<file path="src/rtl/ssp_rx_logic.sv">
// SSP serial receive path: edge-detects the master's serial clock in the PCLK domain and
// deserialises MSB-first frames into RxData. Define SSP_RX_SYNC_EN for a two-flop input synchronizer.
module ssp_rx_logic (
  input  logic       PCLK,
  input  logic       CLEAR,
  input  logic       SSE,
  input  logic       SSPCLKIN,
  input  logic       SSPFSSIN,
  input  logic       SSPRXD,
  input  logic       SSPRXINTR,
  input  logic       PSEL,
  input  logic       PWRITE,
  output logic [7:0] RxData,
  output logic       fin,
  output logic       BUSY,
  output logic       RXOR
);

`ifdef SSP_RX_SYNC_EN
  localparam int SyncDepth = 2;
`else
  localparam int SyncDepth = 1;
`endif

  typedef enum logic {IDLE, SHIFT} state_t;

  // Bit order in every pipeline word: {sclk, fss, rxd}; all three share one depth.
  logic [2:0] pipe_in;
  logic [2:0] sync_q [SyncDepth];
  logic [2:0] hist_q;

  logic       sclk_fall;
  logic       fss_s;
  logic       rxd_s;

  state_t     state_q;
  logic [2:0] cnt_q;
  logic [7:0] shift_q;
  logic [7:0] rx_data_q;
  logic       done_q;
  logic       fin_q;
  logic       busy_q;
  logic       rxor_q;

  assign pipe_in = {SSPCLKIN, SSPFSSIN, SSPRXD};

  always_ff @(posedge PCLK or posedge CLEAR) begin
    if (CLEAR) begin
      for (int i = 0; i < SyncDepth; i++) sync_q[i] <= 3'b000;
      hist_q <= 3'b000;
    end else begin
      sync_q[0] <= pipe_in;
      for (int i = 1; i < SyncDepth; i++) sync_q[i] <= sync_q[i-1];
      hist_q <= sync_q[SyncDepth-1];
    end
  end

  // Data is taken from the history stage, i.e. the last sample while the serial clock was still high.
  assign sclk_fall = hist_q[2] & ~sync_q[SyncDepth-1][2];
  assign fss_s     = hist_q[1];
  assign rxd_s     = hist_q[0];

  always_ff @(posedge PCLK or posedge CLEAR) begin
    if (CLEAR) begin
      state_q   <= IDLE;
      cnt_q     <= 3'd0;
      shift_q   <= 8'h00;
      rx_data_q <= 8'h00;
      done_q    <= 1'b0;
      fin_q     <= 1'b0;
      busy_q    <= 1'b0;
      rxor_q    <= 1'b0;
    end else begin
      done_q <= 1'b0;
      fin_q  <= done_q;
      // A pop in the same cycle as the write frees a slot, so that write is not an overrun.
      if (fin_q && SSPRXINTR && !(PSEL && !PWRITE)) rxor_q <= 1'b1;

      if (!SSE) begin
        state_q <= IDLE;
        cnt_q   <= 3'd0;
        shift_q <= 8'h00;
        busy_q  <= 1'b0;
      end else if (sclk_fall) begin
        case (state_q)
          IDLE: begin
            if (fss_s) begin
              state_q <= SHIFT;
              cnt_q   <= 3'd0;
              busy_q  <= 1'b1;
            end
          end
          SHIFT: begin
            shift_q <= {shift_q[6:0], rxd_s};
            cnt_q   <= cnt_q + 3'd1;
            if (cnt_q == 3'd7) begin
              rx_data_q <= {shift_q[6:0], rxd_s};
              done_q    <= 1'b1;
              if (fss_s) begin
                cnt_q <= 3'd0;
              end else begin
                state_q <= IDLE;
                busy_q  <= 1'b0;
              end
            end
          end
          default: begin
            state_q <= IDLE;
            cnt_q   <= 3'd0;
            busy_q  <= 1'b0;
          end
        endcase
      end
    end
  end

  assign RxData = rx_data_q;
  assign fin    = fin_q;
  assign BUSY   = busy_q;
  assign RXOR   = rxor_q;

endmodule
</file>
<file path="config.mk">
export PLATFORM = sky130hd
export DESIGN_NAME = ssp_rx_logic
export DESIGN_NICKNAME = d
export VERILOG_FILES = /design/src/rtl/ssp_rx_logic.sv
export SDC_FILE = /design/constraint.sdc
export NUM_CORES = 1
export LEC_CHECK = 0
export ABC_CLOCK_PERIOD_IN_PS = 3100
export BUFFER_PORTS_ARGS = -buffer_cell sky130_fd_sc_hd__buf_4
export CAP_MARGIN = 15
export CORE_UTILIZATION = 55
export DETAILED_ROUTE_END_ITERATION = 7
export HOLD_SLACK_MARGIN = 0.06
export PLACE_DENSITY = 0.79
export SLEW_MARGIN = 20
export SYNTH_ARGS = -nofsm -noshare
export SYNTH_HDL_FRONTEND = slang
export SYNTH_SLANG_ARGS = --single-unit
</file>
<file path="constraint.sdc">
create_clock -name PCLK -period 3.1 [get_ports PCLK]
set_input_delay 0.62 -clock PCLK [delete_from_list [all_inputs] [get_ports PCLK]]
set_output_delay 0.62 -clock PCLK [all_outputs]
set_load 0.01 [all_outputs]
</file>
### Word level (Yosys, flattened, before mapping)

Index checks and enable logic that the tools add are counted.
W data, S select, Z words.

| storage, ports and cells | value |
|---|---|
| bits in writable memories | 0 |
| bits in read-only memories | 0 |
| memories kept | 0 |
| latch bits | 0 |
| flip-flop bits (word level) | 29 |
| bits of input ports | 9 |

| cells by class | value |
|---|---|
| multipliers | 0 |
| order comparisons | 0 |
| shifts and indexed selects | 0 |
| eq/ne operators | 6 |
| muxes and demuxes | 24 |
| reductions and logical operators | 9 |
| bitwise gates (word level) | 3 |
| add/sub/neg operators | 1 |
| div/mod/pow operators | 0 |

Operators by type and width:

| kind | number |
|---|---|
| $mux W7 | 3 |
| $mux W3 | 5 |
| $mux W1 | 13 |
| $reduce_and A4 Y1 | 2 |
| $ne A3 B3 Y1 const B | 2 |
| $pmux W3 S2 | 1 |
| $ne A2 B1 Y1 const B | 2 |
| $pmux W1 S2 | 2 |
| $reduce_and A2 Y1 | 2 |
| $add A3 B1 Y3 const B | 1 |
| $eq A3 B3 Y1 const B | 1 |
| $logic_and A1 B1 Y1 | 3 |
| $ne A3 B2 Y1 const B | 1 |
| $logic_not A1 Y1 | 2 |
| $not A1 Y1 | 2 |
| $and A1 B1 Y1 | 1 |

### Longest topological paths before layout

| logic depth | value |
|---|---|
| depth after elaboration | 6 |
| depth in mapped cells | 5 |
| mapped depth without buffers | 5 |

### Worst setup path before layout

OpenSTA, ideal clock, no wires.

| path | value |
|---|---|
| kind | reg-to-reg |
| from | reg cnt_q[0] |
| to | reg rx_data_q[0] (netlist: RxData[0]) |
| cell stages (with the launch flop) | 5 |
| setup time | 0.125 ns |
| arrival | 1.279 ns |
| path slack | 1.696 ns |
| clock period less this slack | 1.404 ns |
| path through | dfrtp_1 > ha_1 > ha_1 > nand4_4 > mux2_2 |

| on the way | value |
|---|---|
| word-level cells in the longest chain between the ends | 2 |

RTL lines:

| what | RTL line | text |
|---|---|---|
| from (decl) | 37 | `logic [2:0] cnt_q;` |
| from (signal assigned) | 95 | `cnt_q <= cnt_q + 3'd1;` |
| $eq A3 B3 Y1 | 96 | `if (cnt_q == 3'd7) begin` |
| $reduce_and A4 Y1 (no line) | -- |  |
| to (signal assigned) | 97 | `rx_data_q <= {shift_q[6:0], rxd_s};` |
| to (decl) | 39 | `logic [7:0] rx_data_q;` |

No other way between the ends.
A chain may end at the register's enable or synchronous reset.

### Worst setup path after layout

| path | value |
|---|---|
| from | reg cnt_q[0] |
| to | reg rx_data_q[5] (netlist: RxData[5]) |

Same word-level chain as after synthesis.

==> summary.md <==
| Metric | Value |
|---|---|
| Worst relative slew slack | `between 60% and 70%` |
| Commonest non-fill, non-tap cell in the layout | `dfrtp_1` |
| Most frequent cells in the layout | `29 x dfrtp_1, 19 x buf_4, 8 x nand2_1, 8 x a21oi_1, 8 x mux2_2` |
| Worst path most repeated cell | `ha_1` |
| Setup-failing EPs final | `0` |
| Main combinational cell family by area after synthesis | `simple AND/OR/NAND/NOR gates` |
| Maximum vdd drop | `roughly 350 uV` |
| Setup crit start kind | `register` |
| CTS clk-pin slew, worst paths | `0.08 ns` |
| Num CTS Buffers | `5` |
| Number of synthesized register bits | `29` |
| Die area | `0.002237 mm^2` |
| DP Area | `0.001292 mm^2` |
| CTS tree | `yes` |
| Synth cell types | `23` |
| CP Class | `reg -> reg` |
| # clock sinks | `29` |
| WHS | `0.3534 ns` |
| Reg2reg path depth | `4` |
| Buffers on Ports | `19` |
| Static Leak | `~0.68 nW` |
| Worst reg2reg path endpoint | `RxData[5]` |
| Antenna Cells | `0` |
| Post-cts resize count | `0` |
| Most used DFF post-synth | `dfrtp_1` |
| Avg Cell Area, Syn | `12.97 um^2` |
| Vias per std cell | `5.275` |
| Nets | `122` |
| Power Dens Cells | `478.0 mW/mm^2` |
| Cell Area, Synth | `~0.0011 mm^2` |
| Synth Area in XOR/XNOR | `0%` |
| Largest net degree at the start of global routing | `30` |
| Post-CTS Setup Repair Bufs | `0` |
| Max Cap Viol | `0` |
| CP Cell Sequence | `ha_1 -> ha_1 -> nand4_4 -> mux2_2` |
| Multi-input logic area | `371.6 um^2` |
| Max Clk Rate | `about 660 MHz` |
| Synth Area in Simple Gates | `13.30%` |
| Placed instance count | `131` |
| RePlAce Congestion | `0.7081` |
| # fillers | `157` |
| Mean routed wirelength per cell | `12.53 um` |
| Final instance count without filler cells | `138` |
| CP max-delay cell | `dfrtp_1` |
| Total Wirelength | `1729 um` |
| Sequential area share after synthesis | `64.30%` |
| FF/Latch Area | `between 700 and 800 um^2` |
| R2R Path Start | `cnt_q[0]` |
| Fraction of layout cells with a size suffix above 1 | `34.23%` |
| DR iter-0 viols | `13` |
| Gr ovfl total | `0` |
| Post-DRT Antenna Nets | `0` |
| H-tree levels | `2` |
| # hold bufs at CTS | `0` |
| Vias in the first global route | `643` |
| Hold Vio Cnt, Final | `0` |
| Row cnt | `16` |
| Root Buffer | `clkbuf_4` |
| FF-to-FF setup slack | `1.58 ns` |
| HPWL Detailed | `between 1000 and 1500 um` |
| Final WS setup | `around 1.6 ns` |
| Clk_skew | `roughly 0.0082 ns` |
| Worst slew pin tran | `0.5719 ns` |
| Multiplexer share of the synthesized area | `10.64%` |
| Pins over their slew limit | `0` |
| Worst Path Required | `3.31 ns` |
| Final Cycle Share | `49.03%` |
| Hold Path Class | `in -> async` |
| Synthesized instance count | `87` |
| Final instance area | `0.001348 mm^2` |
| Dpl ws | `1.502 ns` |
| RSZ-0062 raised after global routing | `no` |
| Status | `finished clean` |
| Overall Global Routing Usage | `20.24%` |
| Worst setup EP type | `register` |
| Critical path fanouts, max | `9` |
| Post-synthesis net count | `98` |
| Initial core utilization | `between 50 and 60%` |
| Bufs on Longest Clock Path | `2` |
| Area Growth Syn to Fin | `19.40%` |
| Synth Area in Adders | `2.217%` |
| Total core area | `0.001942 mm^2` |
| Antenna violations before repair | `0` |
| Clk_lat worst skew | `0.32 ns` |
| Complex-gate fraction of the synthesized area | `6.763%` |
| Post-route DRC | `0` |
| Ys async rst share | `100.0%` |
| First-pass GRT wire length | `about 2900 um` |
| Number of synthesized flops with an enable pin | `0` |
| Die Span X | `47.30 um` |
| Die height | `47.30 um` |
| Largest stage delay, worst path | `0.41 ns` |
| I/O pins | `20` |
| Setup TNS | `0 ns` |
| Final min period | `1.520 ns` |
| Drt pass-1 iters | `4` |
| Ys Warns | `0` |
| Via Count | `728` |
| Worst Path Arrival | `1.73 ns` |
how the worst max path moves through the flow:
stage	startpoint	endpoint	cells past startpoint
floorplan	cnt_q[0]	RxData[0]	4
global placement	CLEAR	RxData[5]	2
detailed placement	CLEAR	shift_q[4]	2
CTS	cnt_q[0]	RxData[5]	4
global route	cnt_q[0]	BUSY	5
finish	cnt_q[0]	RxData[5]	4
sequential cells by signal, summed over array words and instances, names as in the netlist, 3 cells and up:
name and flops:
hist_q 3, RxData 8, cnt_q 3, sync_q 3, shift_q 7
power by group:
| part | switching, W | internal (W) |
|---|---|---|
| combinational | 0.0000177 | 0.0000128 |
| clock | 0.000117 | 0.000107 |
| sequential | 0.00000666 | 0.000384 |
synth_stat cells (all sizes together), types with 2 or more instances:
| library cell | n | area share [%] |
|---|---|---|
| a21oi | 8 | 3.5 |
| nand3 | 7 | 3.1 |
| mux2i | 3 | 2.7 |
| nand4 | 4 | 3.5 |
| nand3b | 2 | 1.3 |
| ha | 2 | 2.2 |
| buf | 2 | 1.1 |
| inv | 5 | 1.7 |
| nand2 | 8 | 2.7 |
| dfrtp | 29 | 64 |
| mux2 | 8 | 8.0 |
final cells by class:
cell class / count / area share (%)
clock buffers: 7 / 4.085
inverters: 5 / 1.393
multi-input cells: 51 / 27.58
flip-flops and latches: 29 / 53.85
well taps: 27 / 2.507
repair buffers: 19 / 10.58
through the flow:
stage / power, W / util, %
global placement: 0.0004275 / 66.56
global route: 0.0006733 / 69.39
floorplan: 0.0004150 / -
finish: 0.0006442 / 69.39
detailed placement: 0.0004290 / 66.56
CTS: 0.0006506 / 69.39
per-layer routing:
layer | track usage [%] | vias to the layer above | share of wire [%]
li1 | - | 357 | -
met1 | 25.57 | 338 | 44
met2 | 29.32 | 28 | 46
met3 | 9.231 | 5 | 7.8
met4 | 10.29 | 0 | 2.1
met5 | 0 | - | 0
kinds of logic (layout without fill, tap and decap cells):
logic type / Yosys count / after routing
adders and majority gates: 2 / 2
AOI/OAI and AO/OA: 13 / 13
buffers and inverters: 7 / 31
and+or+nand+nor: 25 / 25
DFF: 29 / 29
muxes: 11 / 11
worst max-delay path: cells and delay by family (launching register included):
| kind | cells | cell delay, ns |
|---|---|---|
| mux | 1 | 0.35 |
| fa+ha+maj | 2 | 0.46 |
| flops | 1 | 0.41 |
| simple gates | 1 | 0.19 |
(Power assumes the default switching activity.)
